==> config.mk <==
export PLATFORM = sky130hd
export DESIGN_NAME = pico_ctrl
export DESIGN_NICKNAME = d
export VERILOG_FILES = /design/src/rtl/alucodes.sv /design/src/rtl/pico_pkg.sv /design/src/rtl/pico_decode.sv /design/src/rtl/pico_ctrl.sv
export SDC_FILE = /design/constraint.sdc
export NUM_CORES = 1
export LEC_CHECK = 0
export CAP_MARGIN = 20
export CORE_MARGIN = 1
export CORE_UTILIZATION = 31
export DETAILED_ROUTE_END_ITERATION = 8
export PLACE_DENSITY_LB_ADDON = 0.08
export SLEW_MARGIN = 25
export SYNTH_ARGS = -nofsm -noshare
export SYNTH_HDL_FRONTEND = slang
export SYNTH_SLANG_ARGS = --single-unit
==> constraint.sdc <==
create_clock -name clk -period 2.7 [get_ports clk]
set_clock_uncertainty 0.1 [all_clocks]
set_input_delay 0.27 -clock clk [delete_from_list [all_inputs] [get_ports clk]]
set_output_delay 0.27 -clock clk [all_outputs]
set_load 0.03 [all_outputs]
==> src/rtl/alucodes.sv <==
// ALU function encodings shared by the pico-MIPS control unit and ALU.
// RA/RB pass an operand through; the rest are arithmetic/logic ops.
package alucodes;

    localparam logic [2:0] RA   = 3'd0;
    localparam logic [2:0] RB   = 3'd1;
    localparam logic [2:0] RADD = 3'd2;
    localparam logic [2:0] RSUB = 3'd3;
    localparam logic [2:0] RAND = 3'd4;
    localparam logic [2:0] ROR  = 3'd5;
    localparam logic [2:0] RXOR = 3'd6;
    localparam logic [2:0] RMLT = 3'd7;

endpackage

==> src/rtl/pico_pkg.sv <==
// Shared types for the pico-MIPS control unit: opcodes, FSM states,
// operand-B selects, instruction field offsets and decode bundle.
package pico_pkg;

    typedef enum logic [3:0] {
        OP_NOP  = 4'h0,
        OP_ADD  = 4'h1,
        OP_SUB  = 4'h2,
        OP_AND  = 4'h3,
        OP_OR   = 4'h4,
        OP_XOR  = 4'h5,
        OP_MUL  = 4'h6,
        OP_ADDI = 4'h7,
        OP_MULI = 4'h8,
        OP_LDI  = 4'h9,
        OP_MOV  = 4'hA,
        OP_BEQ  = 4'hB,
        OP_BNE  = 4'hC,
        OP_JMP  = 4'hD,
        OP_INP  = 4'hE,
        OP_HALT = 4'hF
    } opcode_e;

    typedef enum logic [2:0] {
        FETCH,
        DECODE,
        EXEC,
        WB,
        HALTED
    } state_e;

    localparam logic [1:0] B_REG = 2'b00;
    localparam logic [1:0] B_IMM = 2'b01;
    localparam logic [1:0] B_SW  = 2'b10;

    localparam int OP_LSB  = 14;
    localparam int RD_LSB  = 11;
    localparam int RS_LSB  = 8;
    localparam int IMM_LSB = 0;

    typedef struct packed {
        logic [2:0] func;
        logic [1:0] b_sel;
        logic       writes;
        logic       is_branch;
        logic       branch_on_zero;
        logic       is_jump;
        logic       is_halt;
    } dec_t;

endpackage

==> src/rtl/pico_decode.sv <==
// Combinational opcode decoder: maps the IR opcode onto ALU function,
// operand-B select and the control flags the sequencer needs.
module pico_decode
    import pico_pkg::*;
    import alucodes::*;
(
    input  opcode_e opcode,
    output dec_t    dec
);

    // Opcode table; unlisted fields keep the NOP-like defaults
    always_comb begin
        dec       = '0;
        dec.func  = RA;
        dec.b_sel = B_REG;
        unique case (opcode)
            OP_NOP: ;
            OP_ADD: begin
                dec.func   = RADD;
                dec.writes = 1'b1;
            end
            OP_SUB: begin
                dec.func   = RSUB;
                dec.writes = 1'b1;
            end
            OP_AND: begin
                dec.func   = RAND;
                dec.writes = 1'b1;
            end
            OP_OR: begin
                dec.func   = ROR;
                dec.writes = 1'b1;
            end
            OP_XOR: begin
                dec.func   = RXOR;
                dec.writes = 1'b1;
            end
            OP_MUL: begin
                dec.func   = RMLT;
                dec.writes = 1'b1;
            end
            OP_ADDI: begin
                dec.func   = RADD;
                dec.b_sel  = B_IMM;
                dec.writes = 1'b1;
            end
            OP_MULI: begin
                dec.func   = RMLT;
                dec.b_sel  = B_IMM;
                dec.writes = 1'b1;
            end
            OP_LDI: begin
                dec.func   = RB;
                dec.b_sel  = B_IMM;
                dec.writes = 1'b1;
            end
            OP_MOV: begin
                dec.func   = RB;
                dec.writes = 1'b1;
            end
            OP_BEQ: begin
                dec.func           = RSUB;
                dec.is_branch      = 1'b1;
                dec.branch_on_zero = 1'b1;
            end
            OP_BNE: begin
                dec.func      = RSUB;
                dec.is_branch = 1'b1;
            end
            OP_JMP: begin
                dec.is_jump = 1'b1;
            end
            OP_INP: begin
                dec.func   = RB;
                dec.b_sel  = B_SW;
                dec.writes = 1'b1;
            end
            OP_HALT: begin
                dec.is_halt = 1'b1;
            end
            default: ;
        endcase
    end

endmodule

==> src/rtl/pico_ctrl.sv <==
// Multi-cycle pico-MIPS control unit: PC, instruction register and the
// FETCH/DECODE/EXEC/WB sequencer; decode outputs come from IR only.
module pico_ctrl
    import pico_pkg::*;
#(
    parameter int N  = 8,
    parameter int PW = 8,
    parameter int IW = 18
) (
    input  logic          clk,
    input  logic          reset,
    input  logic          run_i,
    input  logic [IW-1:0] instr_i,
    input  logic          alu_zf_i,
    output logic [PW-1:0] pc_o,
    output logic [2:0]    alu_func_o,
    output logic [2:0]    ra_addr_o,
    output logic [2:0]    rb_addr_o,
    output logic [N-1:0]  imm_o,
    output logic [1:0]    b_sel_o,
    output logic          reg_we_o,
    output logic          halted_o
);

    state_e        state;
    state_e        state_nx;
    logic [PW-1:0] pc;
    logic [PW-1:0] pc_nx;
    logic [PW-1:0] pc_inc;
    logic [PW-1:0] target;
    logic [IW-1:0] ir;
    logic [IW-1:0] ir_nx;
    dec_t          dec;

    pico_decode u_decode (
        .opcode (opcode_e'(ir[OP_LSB +: 4])),
        .dec    (dec)
    );

    assign imm_o     = ir[IMM_LSB +: N];
    assign ra_addr_o = ir[RD_LSB +: 3];
    assign rb_addr_o = ir[RS_LSB +: 3];
    assign pc_inc    = pc + PW'(1);
    assign target    = PW'(imm_o);

    // State, PC and IR registers; reset abandons any in-flight instruction
    always_ff @(posedge clk or posedge reset) begin
        if (reset) begin
            state <= FETCH;
            pc    <= '0;
            ir    <= '0;
        end else begin
            state <= state_nx;
            pc    <= pc_nx;
            ir    <= ir_nx;
        end
    end

    // Sequencer: next state, PC update and IR load
    always_comb begin
        state_nx = state;
        pc_nx    = pc;
        ir_nx    = ir;
        unique case (state)
            FETCH: begin
                if (run_i) state_nx = DECODE;
            end
            DECODE: begin
                ir_nx    = instr_i;
                state_nx = EXEC;
            end
            EXEC: begin
                state_nx = FETCH;
                unique case (1'b1)
                    dec.writes:
                        state_nx = WB;
                    dec.is_branch:
                        pc_nx = (alu_zf_i == dec.branch_on_zero)
                              ? target : pc_inc;
                    dec.is_jump:
                        pc_nx = target;
                    dec.is_halt:
                        state_nx = HALTED;
                    default:
                        pc_nx = pc_inc;
                endcase
            end
            WB: begin
                pc_nx    = pc_inc;
                state_nx = FETCH;
            end
            HALTED: ;
            default: state_nx = FETCH;
        endcase
    end

    assign pc_o       = pc;
    assign alu_func_o = dec.func;
    assign b_sel_o    = dec.b_sel;
    assign reg_we_o   = (state == WB);
    assign halted_o   = (state == HALTED);

endmodule

# ---- Yosys cells after proc, flatten, opt, wreduce, memory -nomap -nowiden
# Index checks and enable logic that the tools add are counted.
dict set report classes {
  n_eq_ne 22
  n_mux 13
  add_sub_neg 1
  n_bitwise 1
  reduce_logical 12
}
# operator n
set op_table {}
lappend op_table {{$eq A4 B4 Y1 const B} 8}
lappend op_table {{$pmux W8 S3} 1}
lappend op_table {{$pmux W3 S7} 1}
lappend op_table {{$eq A4 B3 Y1 const B} 4}
lappend op_table {{$pmux W8 S2} 1}
lappend op_table {{$pmux W3 S4} 1}
lappend op_table {{$reduce_or A11 Y1} 1}
lappend op_table {{$reduce_or A3 Y1} 3}
lappend op_table {{$add A8 B1 Y8 const B} 1}
lappend op_table {{$eq A4 B2 Y1 const B} 2}
lappend op_table {{$mux W8} 1}
lappend op_table {{$reduce_or A2 Y1} 4}
lappend op_table {{$eq A3 B2 Y1 const B} 2}
lappend op_table {{$pmux W3 S2} 1}
lappend op_table {{$mux W1} 5}
lappend op_table {{$eq A4 B1 Y1 const B} 1}
lappend op_table {{$ne A2 B2 Y1 const B} 2}
lappend op_table {{$pmux W2 S2} 1}
lappend op_table {{$reduce_and A2 Y1} 2}
lappend op_table {{$eq A3 B1 Y1 const B} 1}
lappend op_table {{$eq A3 B3 Y1 const B} 1}
lappend op_table {{$logic_not A3 Y1} 1}
lappend op_table {{$mux W3} 1}
lappend op_table {{$reduce_bool A2 Y1} 1}
lappend op_table {{other kinds (2)} 2}
dict set report totals {
  output_inout_bits 29
  in_bits 22
  reg_bits 29
}

# ---- Longest topological paths before layout
# Gate-level depths: netlist of run 1.
dict set report depth {
  word_depth 6
  depth_mapped 7
  ltp_nobuf 5
}

# ---- By module
# From an unflattened synthesis of run 1, not the netlist that was laid out.
dict set report hier_totals {
  cells_unflattened 166
  hier_area_um2 1803.0
}
# mod cells_each area_per_inst_um2 instances
set modules_own_cells {}
lappend modules_own_cells {pico_ctrl 138 1591.5 1}
lappend modules_own_cells {pico_decode 28 211.5 1}

# ---- Least setup slack after synthesis of run 1
# OpenSTA, ideal clock, no wires.
dict set report synth_timing {
  path_kind {flip-flop to output port}
  from {reg ir[16]}
  to {out alu_func_o[2]}
  required_time_ns 2.330
  slack_ns 0.819
  n_path_buf 1
  path_stages_with_launch 4
  arrival_ns 1.511
  path_cell_list {dfrtp_1 -> buf_2 -> nand2b_1 -> o32ai_1}
}
dict set report synth_between {
  elab_chain_cells 3
  elab_cells_between_ends 18
}
# item line_no
set synth_rtl {}
lappend synth_rtl {{start, declared} pico_ctrl.sv:31} ;# logic [IW-1:0] ir;
lappend synth_rtl {{start signal, assigned} pico_ctrl.sv:55} ;# ir <= ir_nx;
lappend synth_rtl {{$eq A4 B4 Y1 (tied with other cells)} pico_decode.sv:16} ;# unique case (opcode)
lappend synth_rtl {{$reduce_or A3 Y1 (no source line) or $reduce_or A2 Y1 (tied branches)} n/a}
lappend synth_rtl {{$pmux W3 S7 (*)} pico_decode.sv:16}
lappend synth_rtl {{end, declared} pico_ctrl.sv:16} ;# output logic [2:0] alu_func_o,
# Mark *: on every way between the ends. The rest lies on a longest branch, timed or not.

# ---- Final worst setup path of run 1
dict set report layout_timing {
  from {reg ir[14]}
  to {out alu_func_o[2]}
}
# Same word-level chain as after synthesis.

==> impl_metrics.tcl, run 1 <==
set metrics [dict create \
    worst_slew_margin_rel 0.554 \
    ys_warn_count 0 \
    io_buffers 50 \
    yosys_register_bits 29 \
    leakagePower_nw 0.902 \
    clock_tree.htree_level_count 2 \
    dp.cells 253 \
    hold_violations 0 \
    routed_antenna_nets 0 \
    worst_setup_path_end_kind "output pin" \
    crit_slowest_cell "sky130_fd_sc_hd__clkdlybuf4s50_1" \
    synth_async_sr_flop_share 1.00 \
    drv_cap 0 \
    max_freq_mhz 421 \
    finalWorstSetupSlack_ns 0.324 \
    detail_route.wirelength_mm 3.36 \
    core_region_area_mm2 0.00511 \
    setup_repair_after_global_routing_missed_its_margin "no" \
    grt.overflow.total 0 \
    core.rowCount 26 \
    clock_insertion_delay_worst_skew_ns 0.28 \
    postSynthNetCount 176 \
    netlist.top_cell.by_area "sky130_fd_sc_hd__dfrtp_1" \
    initial_util 0.320 \
    synth_enable_flop_cells 0 \
    cellPowerDensity_mw_per_mm2 1410 \
    cp_data_required_time_ns 2.33 \
    via_count_of_the_first_global_routing_pass 1196 \
    design_area_mm2 0.00217 \
    global_route.usage.total 0.138 \
    stdcell_count 261 \
    cp-start-kind "register" \
    grt_first_pass_wirelength_mm 5.75 \
    grt_use_met2 0.204 \
    first_pass_iters 4 \
    timing.critical_path.fanout_max 13 \
    numCtsBuffers 5 \
    vdd.ir_drop.worst_v 0.000466 \
    die_x_um 74.6 \
    finalSetupViolCount 0 \
    dp_worst_setup_slack_ns 0.621 \
    design.die.area_mm2 0.00557 \
    transition_at_the_pin_with_the_smallest_max_transition_slack_ns 0.663 \
    post_cts_sizing 0 \
    finish.net_count 213 \
    timing.critical_path.arrival_ns 2.01 \
    gr_met3_demand_resource 0.0469 \
    met1_usage 0.186 \
    residual_drc_count 0 \
    synth_cell_types 42 \
    yosys-top-cells-area "sky130_fd_sc_hd__dfrtp_1 (44%), sky130_fd_sc_hd__mux2_2 (11%), sky130_fd_sc_hd__buf_4 (7.3%), sky130_fd_sc_hd__mux2i_1 (4.9%), sky130_fd_sc_hd__a21oi_1 (1.8%)" \
    synth_flop_cell "sky130_fd_sc_hd__dfrtp_1" \
    gp_congestion 0.806 \
    grt_max_degree 30 \
    synth_area_per_cell_um2 10.7 \
    drive_above_1_share 0.183 \
    die_h_um 74.6 \
    min_period_over_period 0.880 \
    num_vias 1214 \
    placement.cell_area_mm2 0.00207 \
    post-dp-hpwl_mm 2.38 \
    tritoncts_num_sinks 29 \
    final_util 0.426 \
    detail_route.iter0.violations 36 \
    status "complete, no violations" \
    holdCritPathClass "in -> async" \
    post_drt_wl_per_cell_um 12.9 \
    fin_tns_setup_ns 0 \
    worst-setup-path-type "reg -> out" \
    areaGrowthSynthToFinish_pct 33.0 \
    slowest_delay_ns 0.71 \
    hold_buffers 0 \
    antenna_cells_inserted 0 \
    route.detailed.vias_per_inst 4.65 \
    antenna_found_initial 0 \
    clockBufferDepth 2 \
    post_synth_inst_count 153 \
    seq_area_frac_synth 0.444 \
    critical_path.cell_chain "nand2_1 > xor2_1 > o32ai_1 > clkdlybuf4s50_1" \
    post-cts-setup-buffer-count 0 \
    fin_worst_hold_slack_ns 0.275 \
    io-pin-count 51 \
    tritoncts_clock_tree "done" \
    clockRootBuffer "sky130_fd_sc_hd__clkbuf_8" \
    clk_slew_on_worst_s_h_paths_ns 0.06 \
    grt.busiest_layer "met2" \
    finalPower_mw 3.06 \
    synth_area_mm2 0.00164 \
    finalMaxSlewViolations 0 \
    yosys.area.top_type_share 0.444 \
    fin_crit_ns 2.38 \
]
==> Yosys cell counts (all sizes together) (2+ instances only) <==
cell type  number
nand2           8
a22oi           2
o21ai           6
dfrtp          29
a2bb2oi         3
buf            21
mux2i           8
o22ai           3
and2b           2
mux2           17
nand2b          3
inv             6
a21oi           7
nand3           8
nand4           3
nor3            3
and3            2
nor2            9
==> registers in the layout (all words and copies together), names as in the netlist <==
| register | flops |
|---|---|
| ir | 18 |
| pc_o | 8 |
| state | 3 |
==> critical path, delay by kind of cell (launching register included) <==
kind	cells	cell delay, ns
flip-flops	1	0.56
AO/OA/AOI/OAI	1	0.14
buffers and inverters	1	0.71
XOR/XNOR	1	0.16
AND/OR/NAND/NOR	1	0.15
==> area by class of cell <==
type / count / area, um2
Clock buffer: 7 / 96.3
Clock inverter: 1 / 5.00
Fill cell: 504 / 2930
Inverter: 6 / 22.5
Multi-Input combinational cell: 97 / 729
Sequential cell: 29 / 726
Tap cell: 70 / 87.6
Timing Repair Buffer: 51 / 508
==> report_power, final <==
group	leakage (nW)	total [mW]	switching, mW	internal (mW)
logic	0.509	1.75	0.931	0.817
clock network	0.0542	0.388	0.158	0.230
registers	0.339	0.926	0.275	0.651
==> cells by family after synthesis <==
group	Yosys count	synth area share
and+or+nand+nor	42	0.142
DFF	29	0.444
AOI/OAI and AO/OA	27	0.120
buffers and inverters	27	0.110
muxes	25	0.166
xor gates and xnor gates	2	0.0107
adders and majority gates	1	0.00765
==> final timing paths <==
| path | cells after the start | slack [ns] | to | startpoint |
|---|---|---|---|---|
| worst max-delay path | 4 | 0.32 | alu_func_o[2] | ir[14]$_DFFE_PP0P_ |
| worst min-delay path | 3 | 0.27 | state[0]$_DFFE_PP0P_ | reset |
| worst max register to register | 5 | 0.74 | pc_o[5]$_DFFE_PP0P_ | ir[15]$_DFFE_PP0P_ |
| worst min register to register | 1 | 0.41 | ir[13]$_DFFE_PP0P_ | ir[13]$_DFFE_PP0P_ |
| max in group asynchronous | 3 | 1.95 | ir[2]$_DFFE_PP0P_ | reset |
| min in group clk | 1 | 0.41 | ir[13]$_DFFE_PP0P_ | ir[13]$_DFFE_PP0P_ |
==> metal layers <==
| metal | share of wire | up-vias |
|---|---|---|
| li1 | - | 604 |
| met1 | 0.47 | 565 |
| met2 | 0.44 | 40 |
| met3 | 0.067 | 5 |
| met4 | 0.018 | 0 |
| met5 | 0 | - |
==> cells in the final DEF, fill, tap and decap left out, types with 2 or more instances in the layout <==
cell	n
sky130_fd_sc_hd__nor2_1	8
sky130_fd_sc_hd__o22ai_1	2
sky130_fd_sc_hd__clkdlybuf4s50_1	50
sky130_fd_sc_hd__mux2i_1	8
sky130_fd_sc_hd__and3_1	2
sky130_fd_sc_hd__a2bb2oi_1	3
sky130_fd_sc_hd__nand3_2	2
sky130_fd_sc_hd__nand2_1	8
sky130_fd_sc_hd__o21ai_0	3
sky130_fd_sc_hd__o21ai_2	2
sky130_fd_sc_hd__inv_1	6
sky130_fd_sc_hd__nor3_1	3
sky130_fd_sc_hd__nand2b_1	3
sky130_fd_sc_hd__nand3_1	6
sky130_fd_sc_hd__dfrtp_1	29
sky130_fd_sc_hd__a21oi_1	6
sky130_fd_sc_hd__clkbuf_8	7
sky130_fd_sc_hd__nand4_1	3
sky130_fd_sc_hd__mux2_2	16
(Power assumes the default switching activity.)
==> run 2, diff against run 1 <==
--- a/config.mk
+++ b/config.mk
@@ -9,6 +9,7 @@
 export CORE_MARGIN = 1
 export CORE_UTILIZATION = 31
 export DETAILED_ROUTE_END_ITERATION = 8
+export HOLD_SLACK_MARGIN = 0.08
 export PLACE_DENSITY_LB_ADDON = 0.08
 export SLEW_MARGIN = 25
 export SYNTH_ARGS = -nofsm -noshare
==> results of run 2 <==
No change in the layout: final DEF, timing and power equal those of run 1.
==> run 3, diff against run 2 <==
--- a/config.mk
+++ b/config.mk
@@ -5,6 +5,7 @@
 export SDC_FILE = /design/constraint.sdc
 export NUM_CORES = 1
 export LEC_CHECK = 0
+export ABC_AREA = 1
 export CAP_MARGIN = 20
 export CORE_MARGIN = 1
 export CORE_UTILIZATION = 31
@@ -14,4 +15,5 @@
 export SLEW_MARGIN = 25
 export SYNTH_ARGS = -nofsm -noshare
 export SYNTH_HDL_FRONTEND = slang
+export SYNTH_HIERARCHICAL = 1
 export SYNTH_SLANG_ARGS = --single-unit
==> run 3 against run 2 <==
Effect of this change:
- critical path depth is 2 higher
- sequential power is 5.5% lower
- hold slack worse by 0.013 ns
- largest cell class unchanged
- setup slack better by 0.17 ns
- critical endpoint is now alu_func_o[1]
- cell count is 20% higher
- first-iteration DRC count is 58% higher
- area after synthesis is 5.3% higher
- register-to-register slack better by 0.12 ns
- clock power is 3% higher
- sequential cell count stayed put
- highest routed layer unchanged
- core utilization is 0.81 points higher
- global-route usage is 0.15 points lower
==> impl_metrics.tcl, run 3 <==
set metrics [dict create \
    areaGrowthSynthToFinish_pct 32.0 \
    share_comb_of_total_power 0.598 \
    ys_top_cells_by_count "sky130_fd_sc_hd__nand2_1 (42), sky130_fd_sc_hd__dfrtp_1 (29), sky130_fd_sc_hd__nand3_1 (24), sky130_fd_sc_hd__inv_1 (23), sky130_fd_sc_hd__mux2_2 (18)" \
    transition_at_the_pin_with_the_smallest_max_transition_slack_ns 0.438 \
    clockRootBuffer "sky130_fd_sc_hd__clkbuf_8" \
    grt_max_degree 30 \
    fin_tns_setup_ns 0 \
    finalPower_mw 3.16 \
    core.rowCount 26 \
    ys_warn_count 6 \
    vdd.ir_drop.worst_v 0.000481 \
    final_common_cell "sky130_fd_sc_hd__clkdlybuf4s50_1" \
    worst-setup-path-type "reg -> out" \
    holdCritPathClass "in -> async" \
    initial_util 0.329 \
    postSynthNetCount 224 \
    io-pin-count 51 \
    setup_repair_after_global_routing_missed_its_margin "no" \
    clock_power_share 0.126 \
    seq_power_share 0.276 \
    hold_buffers 0 \
    via_count_of_the_first_global_routing_pass 1366 \
    finalMaxSlewViolations 0 \
    cp-start-kind "register" \
    dr.max_layer_used "met4" \
    tritoncts_clock_tree "done" \
    min_period_over_period 0.816 \
    yosys.area.top_type_share 0.422 \
    synth_most_common_cell "sky130_fd_sc_hd__nand2_1" \
    hold_violations 0 \
    fin_crit_ns 2.20 \
    first_pass_iters 4 \
    timing.critical_path.arrival_ns 1.83 \
    die_x_um 76.5 \
    synth_area_mm2 0.00172 \
    finish.net_count 264 \
    finalSetupViolCount 0 \
    numCtsBuffers 5 \
    internal_power_mw 1.68 \
    post_drt_wl_per_cell_um 12.0 \
    yosys_register_bits 29 \
    worst-r2r-cell-count 9 \
    antenna_found_initial 0 \
    residual_drc_count 0 \
    synth_flop_cell "sky130_fd_sc_hd__dfrtp_1" \
    io_buffers 50 \
    synth_area_per_cell_um2 8.57 \
    yosys-top-cells-area "sky130_fd_sc_hd__dfrtp_1 (42%), sky130_fd_sc_hd__mux2_2 (12%), sky130_fd_sc_hd__nand2_1 (9.2%), sky130_fd_sc_hd__nand3_1 (7.0%), sky130_fd_sc_hd__buf_4 (6.5%)" \
    max_freq_mhz 454 \
    routed_antenna_nets 0 \
    netlist.top_cell.by_area "sky130_fd_sc_hd__dfrtp_1" \
    post_synth_inst_count 201 \
    leakagePower_nw 1.03 \
    num_vias 1397 \
    cellPowerDensity_mw_per_mm2 1390 \
    seq_area_frac_synth 0.422 \
    post_cts_sizing 0 \
    clock_tree.htree_level_count 2 \
    clock_insertion_delay_worst_skew_ns 0.28 \
    die_h_um 76.5 \
    detailroute.wirelength.met2_mm 1.69 \
    gp_congestion 0.746 \
    switching_share 0.468 \
    antenna_cells_inserted 0 \
    worst_setup_path_end_kind "output pin" \
    timing.critical_path.fanout_max 7 \
    synth_async_sr_flop_share 1.00 \
    post-dp-hpwl_mm 2.77 \
    global_route.usage.total 0.137 \
    tritoncts_num_sinks 29 \
    r2r_start "ir[14]$_DFFE_PP0P_" \
    synth_enable_flop_cells 0 \
    worst_slew_margin_rel 0.707 \
    clk_slew_on_worst_s_h_paths_ns 0.07 \
    clockBufferDepth 2 \
    met3_length_um 257 \
    post-cts-setup-buffer-count 0 \
    core_region_area_mm2 0.00524 \
    largest_register_ff_count 18 \
    grt.overflow.total 0 \
    route.detailed.vias_per_inst 4.48 \
    synth_cell_types 26 \
    register_ranked_first_by_flip_flop_count "ir" \
    detail_route.wirelength_mm 3.73 \
    status "complete, no violations" \
    fin_worst_hold_slack_ns 0.261 \
    crit_path_start "ir[16]$_DFFE_PP0P_" \
    design.die.area_mm2 0.00586 \
    detail_route.iter0.violations 57 \
    drv_cap 0 \
    grt_first_pass_wirelength_mm 6.21 \
    routedLengthMet1_mm 1.72 \
    cp_data_required_time_ns 2.33 \
    switchingPower_mw 1.48 \
    final_cell_mix "sky130_fd_sc_hd__clkdlybuf4s50_1 (50), sky130_fd_sc_hd__nand2_1 (42), sky130_fd_sc_hd__dfrtp_1 (29), sky130_fd_sc_hd__nand3_1 (24), sky130_fd_sc_hd__inv_1 (23)" \
    drive_above_1_share 0.149 \
]
## run 3: cell count changes in the layout (fill, tap and decap cells not counted), sizes merged, moves of 5 or more
cell,previous run,this run
nor2,9,14
mux2i,8,0
a21oi,7,2
nand2,8,45
inv,6,24
nand3,8,26
## run 3: critical path: stages, from the launching register on
cell	delay [ns]
sky130_fd_sc_hd__dfrtp_1	0.44
sky130_fd_sc_hd__inv_1	0.11
sky130_fd_sc_hd__nand3_1	0.13
sky130_fd_sc_hd__nand2_1	0.11
sky130_fd_sc_hd__nand2_1	0.05
sky130_fd_sc_hd__nand2_1	0.05
sky130_fd_sc_hd__clkdlybuf4s50_1	0.66
## run 3: cell families (layout without fill, tap and decap cells)
group           count (synthesis)  count (layout)  share of synthesized area
compound gates                 19              19                     0.0647
simple gates                   90              90                      0.241
mux                            18              18                      0.118
xor+xnor                        2               2                     0.0102
buf+inv                        42              83                      0.137
fa+ha+maj                       1               1                    0.00727
flops                          29              29                      0.422
## run 3: routing by layer
metal	global-route usage	vias to the layer above
li1	-	719
met1	0.171	627
met2	0.214	44
met3	0.0467	7
met4	0.0577	0
met5	0	-
## run 3: stage by stage
stage / cells / setup slack, ns / utilization / instance area [um2]
5_1_grt: 312 / 0.384 / 0.434 / 2270
6_report: 312 / 0.498 / 0.434 / 2270
4_1_cts: 312 / 0.491 / 0.434 / 2270
3_5_place_dp: 304 / 0.804 / 0.414 / 2170
3_3_place_gp: 304 / 0.781 / 0.414 / 2170
2_1_floorplan: 201 / 1.07 / - / 1720
## run 3: power groups by stage
stage	clock (mW)	combinational [mW]	sequential, mW
5_1_grt	0.426	2.07	0.912
4_1_cts	0.415	1.91	0.875
6_report	0.398	1.89	0.875
3_3_place_gp	0	1.91	0.879
3_5_place_dp	0	1.90	0.883
2_1_floorplan	0	1.42	0.906
## run 3: layout make-up
type	count	area (um2)
inverter	24	90.1
clock inverter	1	5.00
clock buffer	7	96.3
sequential	29	726
multi-input combinational	130	759
tap	70	87.6
fill	527	2970
timing repair buffer	51	508
## run 3: worst paths after layout
kind,slack (ns),end
hold / removal,0.26,ir[0]$_DFFE_PP0P_
min in group clk,0.40,ir[8]$_DFFE_PP0P_
setup / recovery,0.50,alu_func_o[1]
setup reg to reg,0.86,pc_o[3]$_DFFE_PP0P_
hold reg to reg,0.40,ir[8]$_DFFE_PP0P_
max in group asynchronous,1.96,ir[14]$_DFFE_PP0P_
